## src/rtl/mem_controller_if.sv

```systemverilog
// CPU-side request/response bus and RAM pin bundle for mem_controller.
// The slave view is the controller; the master view is everything around it.
interface mem_controller_if #(
    parameter int unsigned DATA_W = 32,
    parameter int unsigned ADDR_W = 6,
    parameter int unsigned LEN_W  = 2
) ();
    logic              cpu_req;
    logic              cpu_we;
    logic [ADDR_W-1:0] cpu_addr;
    logic [LEN_W-1:0]  cpu_len;
    logic [DATA_W-1:0] cpu_wdata;
    logic              cpu_ack;
    logic              cpu_busy;
    logic              cpu_wnext;
    logic [DATA_W-1:0] cpu_rdata;
    logic              cpu_rvalid;
    logic              cpu_rlast;
    logic [DATA_W-1:0] mem_data_out;
    logic [DATA_W-1:0] mem_data_in;
    logic [ADDR_W-1:0] mc_address_mem;
    logic              mem_we;

    modport slave (
        input  cpu_req, cpu_we, cpu_addr, cpu_len, cpu_wdata, mem_data_out,
        output cpu_ack, cpu_busy, cpu_wnext, cpu_rdata, cpu_rvalid, cpu_rlast,
        output mem_data_in, mc_address_mem, mem_we
    );

    modport master (
        output cpu_req, cpu_we, cpu_addr, cpu_len, cpu_wdata, mem_data_out,
        input  cpu_ack, cpu_busy, cpu_wnext, cpu_rdata, cpu_rvalid, cpu_rlast,
        input  mem_data_in, mc_address_mem, mem_we
    );
endinterface

```

## src/rtl/mem_controller.sv

```systemverilog
// Single-master controller for a 64x32 single-port RAM with a registered read address.
// Serves 1..4 beat read/write bursts; every output is driven straight from a flop.
module mem_controller #(
    parameter int unsigned DATA_W = 32,
    parameter int unsigned ADDR_W = 6,
    parameter int unsigned LEN_W  = 2
) (
    input logic              mem_clk,
    input logic              mem_rst,
    mem_controller_if.slave  bus
);

    typedef enum logic [1:0] {StIdle, StWrite, StRead, StDrain} state_e;

    state_e            state_q;
    logic [LEN_W-1:0]  cnt_q;
    logic [LEN_W-1:0]  len_q;
    logic [ADDR_W-1:0] addr_q;
    logic [DATA_W-1:0] wdata_q;
    logic              we_q;
    logic              ack_q;
    logic              busy_q;
    logic              wnext_q;
    logic [DATA_W-1:0] rdata_q;
    logic              rvalid_q;
    logic              rlast_q;
    // Read beat tracking: iss = address on the RAM pins, cap = address held inside the RAM.
    logic              iss_v_q;
    logic              iss_last_q;
    logic              cap_v_q;
    logic              cap_last_q;

    logic [LEN_W-1:0]  cnt_nxt;
    logic [ADDR_W-1:0] addr_nxt;

    assign cnt_nxt  = cnt_q + LEN_W'(1);
    assign addr_nxt = addr_q + ADDR_W'(1);

    always_ff @(posedge mem_clk or posedge mem_rst) begin
        if (mem_rst) begin
            state_q    <= StIdle;
            cnt_q      <= '0;
            len_q      <= '0;
            addr_q     <= '0;
            wdata_q    <= '0;
            we_q       <= 1'b0;
            ack_q      <= 1'b0;
            busy_q     <= 1'b0;
            wnext_q    <= 1'b0;
            rdata_q    <= '0;
            rvalid_q   <= 1'b0;
            rlast_q    <= 1'b0;
            iss_v_q    <= 1'b0;
            iss_last_q <= 1'b0;
            cap_v_q    <= 1'b0;
            cap_last_q <= 1'b0;
        end else begin
            ack_q      <= 1'b0;
            wnext_q    <= 1'b0;
            iss_v_q    <= 1'b0;
            iss_last_q <= 1'b0;
            cap_v_q    <= iss_v_q;
            cap_last_q <= iss_last_q;
            rvalid_q   <= cap_v_q;
            rlast_q    <= cap_v_q & cap_last_q;
            if (cap_v_q) begin
                rdata_q <= bus.mem_data_out;
            end

            unique case (state_q)
                StIdle: begin
                    if (bus.cpu_req) begin
                        ack_q  <= 1'b1;
                        busy_q <= 1'b1;
                        len_q  <= bus.cpu_len;
                        cnt_q  <= '0;
                        addr_q <= bus.cpu_addr;
                        if (bus.cpu_we) begin
                            we_q    <= 1'b1;
                            wdata_q <= bus.cpu_wdata;
                            wnext_q <= (bus.cpu_len != '0);
                            state_q <= StWrite;
                        end else begin
                            iss_v_q    <= 1'b1;
                            iss_last_q <= (bus.cpu_len == '0);
                            state_q    <= (bus.cpu_len == '0) ? StDrain : StRead;
                        end
                    end
                end
                StWrite: begin
                    if (cnt_q == len_q) begin
                        // Last beat is committed by the RAM at this edge.
                        we_q    <= 1'b0;
                        busy_q  <= 1'b0;
                        state_q <= StIdle;
                    end else begin
                        cnt_q   <= cnt_nxt;
                        addr_q  <= addr_nxt;
                        wdata_q <= bus.cpu_wdata;
                        wnext_q <= (cnt_nxt != len_q);
                    end
                end
                StRead: begin
                    cnt_q      <= cnt_nxt;
                    addr_q     <= addr_nxt;
                    iss_v_q    <= 1'b1;
                    iss_last_q <= (cnt_nxt == len_q);
                    if (cnt_nxt == len_q) begin
                        state_q <= StDrain;
                    end
                end
                StDrain: begin
                    // Leave once the final beat is being registered onto cpu_rdata.
                    if (cap_v_q && cap_last_q) begin
                        busy_q  <= 1'b0;
                        state_q <= StIdle;
                    end
                end
                default: state_q <= StIdle;
            endcase
        end
    end

    assign bus.cpu_ack        = ack_q;
    assign bus.cpu_busy       = busy_q;
    assign bus.cpu_wnext      = wnext_q;
    assign bus.cpu_rdata      = rdata_q;
    assign bus.cpu_rvalid     = rvalid_q;
    assign bus.cpu_rlast      = rlast_q;
    assign bus.mem_data_in    = wdata_q;
    assign bus.mc_address_mem = addr_q;
    assign bus.mem_we         = we_q;

endmodule

```

## src/flat_wrapper.sv

```systemverilog
// flat-port wrapper written by rule: the top's interface ports become plain ports
module mem_controller_flat 
#(
    parameter int unsigned DATA_W = 32,
    parameter int unsigned ADDR_W = 6,
    parameter int unsigned LEN_W  = 2
)
  (mem_clk, mem_rst, bus_cpu_req, bus_cpu_we, bus_cpu_addr, bus_cpu_len, bus_cpu_wdata, bus_mem_data_out, bus_cpu_ack, bus_cpu_busy, bus_cpu_wnext, bus_cpu_rdata, bus_cpu_rvalid, bus_cpu_rlast, bus_mem_data_in, bus_mc_address_mem, bus_mem_we);
  mem_controller_if #(.DATA_W(DATA_W), .ADDR_W(ADDR_W), .LEN_W(LEN_W)) bus_i ();
  input logic mem_clk;
  input logic mem_rst;
  input wire logic [$bits(bus_i.cpu_req)-1:0] bus_cpu_req;
  input wire logic [$bits(bus_i.cpu_we)-1:0] bus_cpu_we;
  input wire logic [$bits(bus_i.cpu_addr)-1:0] bus_cpu_addr;
  input wire logic [$bits(bus_i.cpu_len)-1:0] bus_cpu_len;
  input wire logic [$bits(bus_i.cpu_wdata)-1:0] bus_cpu_wdata;
  input wire logic [$bits(bus_i.mem_data_out)-1:0] bus_mem_data_out;
  output wire logic [$bits(bus_i.cpu_ack)-1:0] bus_cpu_ack;
  output wire logic [$bits(bus_i.cpu_busy)-1:0] bus_cpu_busy;
  output wire logic [$bits(bus_i.cpu_wnext)-1:0] bus_cpu_wnext;
  output wire logic [$bits(bus_i.cpu_rdata)-1:0] bus_cpu_rdata;
  output wire logic [$bits(bus_i.cpu_rvalid)-1:0] bus_cpu_rvalid;
  output wire logic [$bits(bus_i.cpu_rlast)-1:0] bus_cpu_rlast;
  output wire logic [$bits(bus_i.mem_data_in)-1:0] bus_mem_data_in;
  output wire logic [$bits(bus_i.mc_address_mem)-1:0] bus_mc_address_mem;
  output wire logic [$bits(bus_i.mem_we)-1:0] bus_mem_we;
  assign bus_i.cpu_req = bus_cpu_req;
  assign bus_i.cpu_we = bus_cpu_we;
  assign bus_i.cpu_addr = bus_cpu_addr;
  assign bus_i.cpu_len = bus_cpu_len;
  assign bus_i.cpu_wdata = bus_cpu_wdata;
  assign bus_i.mem_data_out = bus_mem_data_out;
  assign bus_cpu_ack = bus_i.cpu_ack;
  assign bus_cpu_busy = bus_i.cpu_busy;
  assign bus_cpu_wnext = bus_i.cpu_wnext;
  assign bus_cpu_rdata = bus_i.cpu_rdata;
  assign bus_cpu_rvalid = bus_i.cpu_rvalid;
  assign bus_cpu_rlast = bus_i.cpu_rlast;
  assign bus_mem_data_in = bus_i.mem_data_in;
  assign bus_mc_address_mem = bus_i.mc_address_mem;
  assign bus_mem_we = bus_i.mem_we;
  mem_controller #(.DATA_W(DATA_W), .ADDR_W(ADDR_W), .LEN_W(LEN_W)) u_core (.mem_clk(mem_clk), .mem_rst(mem_rst), .bus(bus_i));
endmodule
```

## config.mk

```make
export PLATFORM = sky130hd
export DESIGN_NAME = mem_controller_flat
export DESIGN_NICKNAME = d
export VERILOG_FILES = /design/src/rtl/mem_controller_if.sv /design/src/rtl/mem_controller.sv /design/src/flat_wrapper.sv
export SDC_FILE = /design/constraint.sdc
export NUM_CORES = 1
export LEC_CHECK = 0
export CAP_MARGIN = 20
export CORE_AREA = 2 2 88 99
export CTS_CLUSTER_SIZE = 20
export DETAILED_ROUTE_END_ITERATION = 12
export DIE_AREA = 0 0 90 101
export GPL_TIMING_DRIVEN = 0
export PLACE_DENSITY = 0.93
export SYNTH_ARGS = -nofsm -noshare
export SYNTH_HDL_FRONTEND = slang
export SYNTH_SLANG_ARGS = --single-unit
```

## constraint.sdc

```tcl
create_clock -name mem_clk -period 6.43 [get_ports mem_clk]
set_clock_uncertainty 0.15 [all_clocks]
set_input_delay 0.643 -clock mem_clk [delete_from_list [all_inputs] [get_ports mem_clk]]
set_output_delay 0.643 -clock mem_clk [all_outputs]
set_load 0.01 [all_outputs]
```

* Yosys cells after proc, flatten, opt, wreduce, memory -nomap -nowiden *
Index checks and enable logic that the tools add are counted.

storage, ports and cells
  logic and storage cells = 80
  bits in registers = 86
  bits of input ports = 76
  output and inout bits = 76

cells by class
  bitwise logic cells = 1
  add/sub/neg operators = 2
  reductions and logical operators = 13
  equality and inequality tests = 12
  muxes and demuxes = 36

operators with widths
  kind                 number
  $mux 32              3
  $pmux 32 s2          1
  $pmux 6 s3           1
  $reduce_and 4->1     4
  $mux 1               15
  $mux 2               7
  $mux 6               2
  $pmux 1 s2           4
  $pmux 2 s4           1
  $add 6x1->6 const B  1
  $ne 2x1->1 const B   3
  $ne 2x2->1 const B   3
  $pmux 2 s3           1
  $reduce_bool 3->1    2
  $eq 2x2->1           2
  $eq 2x2->1 const B   2
  $logic_not 2->1      2
  $reduce_bool 2->1    2
  $pmux 1 s3           1
  $reduce_and 3->1     1
  $add 2x1->2 const B  1
  $eq 2x1->1 const B   1
  $ne 2x2->1           1
  $reduce_and 2->1     1
  other kinds (2)      2

* Depth between registers and ports, before layout *
Gate-level depths: netlist of run 1.

  depth after elaboration = 5
  depth in mapped cells = 7

* Least setup slack after synthesis of run 1 *
OpenSTA, ideal clock, no wires.

  path type = register to register
  from = reg u_core.state_q[1]
  to = reg u_core.wdata_q[10], in the netlist u_core.bus.mem_data_in[10]
  arrival = 1919 ps
  cell stages (with the launch flop) = 8
  path slack = 4237 ps
  clock period less this slack = 2193 ps
  library setup time = 125 ps
  required time = 6155 ps
  cell sequence = dfrtp_1 -> inv_1 -> ha_1 -> buf_1 -> nor2_1 -> a311oi_4 -> buf_6 -> mux2_2

between the ends
  word-level cells in the longest chain between the ends = 3
  elaborated cells between the ends (all ways) = 8
  classes of those cells = eq/ne: 4; mux: 1; reduce/logical: 3

RTL lines
  what                                                              line                  text
  from (decl)                                                       mem_controller.sv:15  state_e state_q;
  from (signal assigned)                                            mem_controller.sv:41  state_q <= StIdle;
  from (signal assigned)                                            mem_controller.sv:82  state_q <= StWrite;
  from (signal assigned)                                            mem_controller.sv:86  state_q <= (bus.cpu_len == '0) ? StDrain : StRead;
  $eq 2x1->1 or $logic_not 2->1 (tied branches)                     mem_controller.sv:70  unique case (state_q)
  $ne 2x2->1 (no source line) or $reduce_bool 2->1 (tied branches)  --
  $reduce_and 4->1 (no source line)                                 --
  to (signal assigned)                                              mem_controller.sv:80  wdata_q <= bus.cpu_wdata;
  to (signal assigned)                                              mem_controller.sv:99  wdata_q <= bus.cpu_wdata;
  to (decl)                                                         mem_controller.sv:19  logic [DATA_W-1:0] wdata_q;

Several ways; a longest one is shown, not always the timed one.
A chain may end at the register's enable or synchronous reset.

* Final worst setup path of run 1 *
  from = reg u_core.state_q[1]
  to = reg u_core.wdata_q[5], in the netlist u_core.bus.mem_data_in[5]

The elaborated chain is that of the path after synthesis.

==> results.txt, run 1 <==
The met2 usage came out at 0.300. The global placer's final weighted congestion came out at 0.832. The sequential element share of the synthesized area is 0.608. The remaining global-route overflow is 0. The largest individual stage delay along the critical path comes from the cell sky130_fd_sc_hd__dfrtp_1.

In the global route stage, met1 resource usage came out at 0.211. In this run the core area contains 35 standard-cell rows. The die area is 0.00909 mm². After clock tree synthesis, the clock-pin slew on the worst setup and hold paths is 0.08 ns.

Of the total synthesized cell area, the portion taken by AND, OR, NAND and NOR gates is 0.0449. Counting I/O delays and the setup requirement, the final critical path takes 2.44 ns. The worst voltage drop across the vdd grid is 0.323 mV. Of the post-synthesis cell area, the part taken by muxes is 0.227.

The die outline width came out at 90 µm. Across all hold checks on the routed design, the worst slack comes to 0.214 ns. The worst setup path is of the reg -> reg kind. The total vias in the final route came out at 2539. The count of nets left with antenna violations once routing finished came out at 0. The share of the synthesized netlist area taken by xor and xnor gates is 0.00918. The gate count after technology mapping is 244.

The synthesized netlist contains 35 unique library cells. The wire-length estimate of the detail-placed layout is 6.13 mm. In the post-synthesis netlist, the biggest area contributors are sky130_fd_sc_hd__dfrtp_1 (61%), sky130_fd_sc_hd__mux2_2 (20%), sky130_fd_sc_hd__ha_1 (2.1%). The detailed router's first-iteration violation count is 71. The largest family of logic cells by synthesized area is multiplexers. The count of flip-flops with a built-in enable after synthesis came out at 0.

Based on the critical path, the design can be clocked at up to 409 MHz. The die extent in y came out at 101 µm. The post-detailed-routing wire length came out at 7.92 mm. The cell leakage power came out at 2.24 nW. The net count of the finished layout is 489.

The pin count of the biggest net entering global routing is 64. The area growth from synthesis to layout is 52.3%. The port buffer count came out at 151.

The transition at the pin with the smallest max-transition slack is 0.534 ns. The type of destination of the critical path is a register. Among all flip-flop cells after synthesis, the most frequent one is sky130_fd_sc_hd__dfrtp_1. For this run, global-route usage on met3 was measured as 0.0583.

Of all nets on the critical path, the largest fanout is 10. In this design, the stage delay of the slowest critical-path cell is 0.43 ns. The post-synthesis sequential element count is 86. The data required time at the worst endpoint came out at 6.51 ns.

The worst-case clock buffer depth is 2. Dividing the final minimum period by the clock period gives 0.380. The core footprint came out at 0.00815 mm². The synthesized-area fraction occupied by ao, oa, aoi and oai cells came out at 0.0643. After detailed routing, the average wire length per cell comes to 15.1 µm. The count of instances resized after the clock tree is built is 0. In this run the cell area of the synthesized design comes to 0.00354 mm². The run finished with clean final reports.

The max-slew violation count is 0. Setup repair after global routing left no endpoint under its margin. The global-route wire length before repair came out at 12.4 mm. During I/O placement, the number of pins put on the boundary was 152. In the routed design, unresolved DRC markers number 0.

The arrival time of the worst setup path is 2.52 ns. The clock latency at the later pin of the worst-skew pair came out at 0.34 ns. The share of synthesized area in the top cell type comes to 0.608.

The number of antenna violations at the first check in global routing came out at 0. The via count of the first global-routing pass is 2556. The routed via count divided by cell count came out at 4.85. The layer flagged by global routing as most heavily used is met2. The synthesized area divided by synthesized cell count is 14.5 µm². TritonCTS built the clock tree. The global router's overall resource usage came out at 0.173.

The net count after synthesis came out at 326. The buffer type at the clock tree root is sky130_fd_sc_hd__clkbuf_8. The max capacitance violation total came out at 0. The final setup violation count came out at 0. The path class of the tightest hold or removal check is reg -> reg. The number of antenna cells inserted is 0.

The library cell used most frequently in the layout, excluding fill and tap cells, is sky130_fd_sc_hd__clkdlybuf4s50_1. The worst setup path is launched from a register. The signal on the critical path passes through inv_1 > ha_1 > buf_1 > nor2_1 > a311oi_4 > buf_6 > mux2_2. The number of sinks on the clock net is 86.

The total buffers and inverters traversed by the critical path is 3. The total number of yosys warnings came out at 0. The number of buffers added to fix hold violations after cts came out at 0. The starting density of the core came out at 0.435.

The first-pass detailed-route iteration total came out at 4. The sum of negative setup slack came out at 0 ns. The number of buffers created by CTS came out at 9.

Post-CTS timing repair inserted 0 buffers for setup. The cell family with the largest share of critical-path delay is buffers and inverters. The library cells used most frequently in the layout, excluding fill and tap cells, are sky130_fd_sc_hd__clkdlybuf4s50_1 (151), sky130_fd_sc_hd__dfrtp_1 (86), sky130_fd_sc_hd__mux2_2 (62), sky130_fd_sc_hd__nand2_1 (10), sky130_fd_sc_hd__a21oi_1 (10).

The cell taking the most area after synthesis is sky130_fd_sc_hd__dfrtp_1. The number of failing hold endpoints at the final stage came out at 0. The worst pin sits at a relative slew slack of 0.644. The number of H-tree levels is 3.

The proportion of synthesized flip-flops having asynchronous set or reset came out at 1.00. The share of post-route cells with drive strength above 1 is 0.216. The power density normalized to cell area is 521 mW/mm². The adder and majority gate portion of the synthesized area is 0.0212.
-- power breakdown --
| part | switching, mW | internal (mW) | leakage [nW] |
|---|---|---|---|
| sequential | 0.153 | 0.814 | 1.01 |
| clock | 0.193 | 0.142 | 0.0829 |
| combinational | 0.609 | 0.898 | 1.15 |
-- logic make-up after synthesis --
logic type      Yosys count
mux                      72
xor+xnor                  2
flops                    86
fa+ha+maj                 6
buf+inv                  17
simple gates             31
compound gates           30
-- cells in the mapped netlist, types with 4 or more instances --
cell,count
sky130_fd_sc_hd__mux2_1,6
sky130_fd_sc_hd__nand2_1,10
sky130_fd_sc_hd__mux2i_1,4
sky130_fd_sc_hd__clkbuf_1,5
sky130_fd_sc_hd__a21oi_1,10
sky130_fd_sc_hd__mux2_2,62
sky130_fd_sc_hd__o21ai_0,9
sky130_fd_sc_hd__inv_1,7
sky130_fd_sc_hd__nor2_1,6
sky130_fd_sc_hd__ha_1,6
sky130_fd_sc_hd__dfrtp_1,86
-- state kept, by name, summed over array words and instances, names as in the netlist --
signal                     cells
u_core.bus.mc_address_mem      6
u_core.bus.cpu_wnext           1
u_core.bus.cpu_rlast           1
u_core.bus.cpu_busy            1
u_core.iss_last_q              1
u_core.bus.cpu_ack             1
u_core.state_q                 2
u_core.cap_last_q              1
u_core.bus.mem_we              1
u_core.cnt_q                   2
u_core.iss_v_q                 1
u_core.bus.mem_data_in        32
u_core.len_q                   2
u_core.cap_v_q                 1
u_core.bus.cpu_rvalid          1
u_core.bus.cpu_rdata          32
-- per-stage QoR --
| stage | power (mW) | cells | worst slack [ns] | utilization | area (µm²) |
|---|---|---|---|---|---|
| floorplan | 1.82 | 244 | 3.42 | - | 3540 |
| global placement | 2.44 | 506 | 2.15 | 0.637 | 5190 |
| detailed placement | 2.51 | 507 | 3.67 | 0.641 | 5220 |
| CTS | 2.85 | 523 | 3.97 | 0.663 | 5400 |
| global route | 2.99 | 523 | 3.85 | 0.663 | 5400 |
| finish | 2.81 | 523 | 3.99 | 0.663 | 5400 |
-- worst paths after layout --
path	startpoint	end	slack [ns]	cells past startpoint
worst max-delay path	u_core.state_q[1]$_DFFE_PP0P_	u_core.bus.mem_data_in[5]$_DFFE_PP0P_	3.99	7
worst min-delay path	u_core.iss_v_q$_DFF_PP0_	u_core.cap_v_q$_DFF_PP0_	0.21	0
worst max register to register	u_core.state_q[1]$_DFFE_PP0P_	u_core.bus.mem_data_in[5]$_DFFE_PP0P_	3.99	7
worst min register to register	u_core.iss_v_q$_DFF_PP0_	u_core.cap_v_q$_DFF_PP0_	0.21	0
max in group asynchronous	mem_rst	u_core.bus.mc_address_mem[3]$_DFFE_PP0P_	5.05	3
min in group asynchronous	mem_rst	u_core.bus.mem_data_in[22]$_DFFE_PP0P_	0.47	2
-- per-layer routing --
metal  vias up  wire [µm]
li1       1187          -
met3         3        560
met4         0         32
met2       104       4100
met5         -          0
met1      1245       3230
-- final cells by class --
cell class | instances | area (µm²)
Clock buffer | 10 | 128
Multi-Input combinational cell | 141 | 1300
Buffer | 10 | 63.8
Timing Repair Buffer | 152 | 1540
Clock inverter | 6 | 46.3
Fill cell | 622 | 2750
Sequential cell | 86 | 2150
Inverter | 7 | 28.8
Tap cell | 111 | 139
-- worst register-to-register path: stages, from the launching register on --
cell	delay [ns]
sky130_fd_sc_hd__dfrtp_1	0.43
sky130_fd_sc_hd__inv_1	0.09
sky130_fd_sc_hd__ha_1	0.14
sky130_fd_sc_hd__buf_1	0.38
sky130_fd_sc_hd__nor2_1	0.15
sky130_fd_sc_hd__a311oi_4	0.43
sky130_fd_sc_hd__buf_6	0.22
sky130_fd_sc_hd__mux2_2	0.35
(Power assumes the default switching activity.)
==> run 2, diff against run 1 <==
--- a/config.mk
+++ b/config.mk
@@ -6,12 +6,12 @@
 export NUM_CORES = 1
 export LEC_CHECK = 0
 export CAP_MARGIN = 20
-export CORE_AREA = 2 2 88 99
+export CORE_AREA = 2 2 96 107
 export CTS_CLUSTER_SIZE = 20
 export DETAILED_ROUTE_END_ITERATION = 12
-export DIE_AREA = 0 0 90 101
+export DIE_AREA = 0 0 98 109
 export GPL_TIMING_DRIVEN = 0
-export PLACE_DENSITY = 0.93
+export PLACE_DENSITY = 0.84
 export SYNTH_ARGS = -nofsm -noshare
 export SYNTH_HDL_FRONTEND = slang
 export SYNTH_SLANG_ARGS = --single-unit
==> constraint.sdc (replaced) <==
create_clock -name mem_clk -period 2.1 [get_ports mem_clk]
set_clock_uncertainty 0.15 [all_clocks]
set_input_delay 0.21 -clock mem_clk [delete_from_list [all_inputs] [get_ports mem_clk]]
set_output_delay 0.21 -clock mem_clk [all_outputs]
set_load 0.01 [all_outputs]
==> run 2 against run 1 <==
Fmax grew 19%; die area grew 18%; routed wire length grew 4.2%; register-to-register slack lost 3.9 ns; sequential cell count is the same; critical path depth is the same; cell area grew 5.0%; critical path type unchanged; critical endpoint is now u_core.bus.mem_data_in[3]$_DFFE_PP0P_; largest cell class unchanged; largest power group unchanged; highest routed layer unchanged.
==> results.txt, run 2 (synthesis gave the netlist of run 1 again) <==
The run finished with clean final reports. The final period utilization is 0.981. Hold repair after CTS inserted 0 buffers. For this run, global-route usage on met2 was measured as 0.250. The number of antenna violations at the first check in global routing is 0. After the last flow step, the layout net total stands at 500. Summed over all nets, the half-perimeter wirelength after detailed placement is 6.04 mm. The buffer type at the clock tree root is sky130_fd_sc_hd__clkbuf_8. In the routed layout, each cell is associated on average with a via count of 4.76.

Data on the critical path arrives at its endpoint at 2.14 ns. The total vias in the final route came out at 2569. The longest clock path from root to sink contains 2 buffers. The worst voltage drop across the vdd grid is 0.888 mV. The I/O pin count came out at 152.

In this run the most used layer during global routing was met2. The residual antenna-violating net count after detailed routing came out at 0. The worst-path maximum fanout came out at 7. The worst hold path belongs to the class in -> async. The maximum operating frequency is 485 MHz. From synthesis to final layout, the design area changed by 60.0%. The data required time at the worst endpoint is 2.18 ns. The core footprint is 0.00965 mm². In the layout the commonest cells are sky130_fd_sc_hd__clkdlybuf4s50_1 (151), sky130_fd_sc_hd__dfrtp_1 (85), sky130_fd_sc_hd__mux2_2 (56).

In this run, the number of DRC markers left after iteration 0 of detailed routing was 59. Routability-driven placement finished with a final weighted congestion of 0.750. The via count of the first global-routing pass is 2654. The layout filler cell count came out at 783. In the global route stage, overall resource usage came out at 0.150.

Dividing total power by cell area gives a power density of 1660 mW/mm². The clock-pin transition on the worst setup and hold timing paths came out at 0.08 ns. Leaving out fill and tap cells, the most frequent cell in the layout is sky130_fd_sc_hd__clkdlybuf4s50_1. The die covers 0.0107 mm². 0 antenna diodes ended up in the layout. The total DRC errors in the routed layout came out at 0. The transition at the pin with the smallest max-transition slack came out at 0.519 ns.

Summed over all layers, the global routing overflow is 0. The total power consumption of the routed design came out at 9.38 mW. Max-cap violations in this run came to 0. For this run, global-route usage on met3 was measured as 0.0506. In this run the static leakage power is 2.37 nW. The number of sinks on the clock net came out at 86. The clock latency at the later pin of the worst-skew pair is 0.34 ns.

The critical path in this run is classified as reg -> reg. The worst setup path is launched from a register. Entering global routing, the biggest net connects 44 pins. The starting density of the core came out at 0.367. The met1 demand-to-capacity share in global routing is 0.185. The max-slew violation count came out at 0.

The cell area after placement is 0.00525 mm². TritonCTS built the clock tree. The sequential cells in the finished layout cover a total of 0.00215 mm². The headroom to the max-slew limit is 0.654. The cell area after layout came out at 0.00567 mm². The share of the core filled with cells is 0.587. The floorplan has 38 rows.

The port buffer count is 151. The number of failing hold endpoints at the final stage came out at 0. The die outline width came out at 98 µm. The number of clock buffers added by TritonCTS is 9. The global-route wire length before repair came out at 12.7 mm. The number of H-tree levels came out at 3. The footprint of the multi-input gates is 0.00139 mm². The share of post-route cells with drive strength above 1 is 0.255.

The sum of negative setup slack is 0 ns. Wires add up to 8.25 mm. The worst setup path is captured at a register. The die extent in y came out at 109 µm.

The first-pass detailed-route iteration total came out at 4. Setup violations remaining at the end of the flow were counted as 0. The routed wire length per instance came out at 15.3 µm. The worst path needs 2.06 ns of the cycle, external delays included. Setup repair after global routing could not meet its margin everywhere.
==> run 2: cell type report <==
cell class	instances	share of cell area
Clock inverter	2	0.00618
Clock buffer	11	0.0250
Buffer	10	0.0146
Multi-Input combinational cell	141	0.246
Timing Repair Buffer	163	0.297
Sequential cell	86	0.380
Inverter	7	0.00530
Tap cell	120	0.0265
==> run 2: critical path: stages, from the launching register on <==
cell and delay [ns]:
sky130_fd_sc_hd__dfrtp_2 0.43, sky130_fd_sc_hd__inv_2 0.07, sky130_fd_sc_hd__ha_4 0.18, sky130_fd_sc_hd__a21boi_4 0.15, sky130_fd_sc_hd__a311oi_4 0.28, sky130_fd_sc_hd__buf_6 0.21
sky130_fd_sc_hd__clkbuf_16 0.16, sky130_fd_sc_hd__mux2_2 0.32
==> run 2: per-layer routing <==
| metal | routed length (µm) | share of wire |
|---|---|---|
| met1 | 3350 | 0.41 |
| met3 | 641 | 0.078 |
| met4 | 56 | 0.0068 |
| met5 | 0 | 0 |
| met2 | 4200 | 0.51 |
==> run 2: what timing repair did <==
item / 4_1_cts / 5_1_grt
endpoints found under the setup margin: 33 / 35
buffers inserted: 3 / 4
cloned: 0 / 3
pin swaps: 2 / 2
gates resized for setup: 5 / 22
==> run 2: path summary, 6_finish.rpt <==
check	start	to	slack (ns)	depth (start not counted)
worst max-delay path	u_core.state_q[0]$_DFFE_PP0P_	u_core.bus.mem_data_in[3]$_DFFE_PP0P_	0.04	7
worst min-delay path	mem_rst	u_core.bus.cpu_rdata[9]$_DFFE_PP0P_	0.04	2
worst max register to register	u_core.state_q[0]$_DFFE_PP0P_	u_core.bus.mem_data_in[3]$_DFFE_PP0P_	0.04	7
worst min register to register	u_core.iss_last_q$_DFF_PP0_	u_core.cap_last_q$_DFF_PP0_	0.20	0
max in group asynchronous	mem_rst	u_core.state_q[0]$_DFFE_PP0P_	1.00	4
min in group mem_clk	u_core.iss_last_q$_DFF_PP0_	u_core.cap_last_q$_DFF_PP0_	0.20	0
==> run 2: stage by stage <==
| step | setup WS, ns | hold WS [ns] | cells |
|---|---|---|---|
| finish | 0.0391 | 0.0382 | 540 |
| global route | -0.0375 | 0.0371 | 540 |
| CTS | 0.0253 | 0.0232 | 533 |
| detailed placement | -0.232 | 0.185 | 517 |
| global placement | -0.230 | 0.184 | 515 |
| floorplan | 0.0322 | 0.172 | 244 |
==> run 2: report_power, final <==
part / internal, mW / switching [mW]
registers: 2.50 / 0.493
clock network: 0.561 / 0.519
logic: 3.28 / 2.04
total: 6.33 / 3.05
==> run 3, diff against run 2 <==
--- a/config.mk
+++ b/config.mk
@@ -7,7 +7,6 @@
 export LEC_CHECK = 0
 export CAP_MARGIN = 20
 export CORE_AREA = 2 2 96 107
-export CTS_CLUSTER_SIZE = 20
 export DETAILED_ROUTE_END_ITERATION = 12
 export DIE_AREA = 0 0 98 109
 export GPL_TIMING_DRIVEN = 0
==> results of run 3 <==
No change in the layout: final DEF, timing and power equal those of run 2.
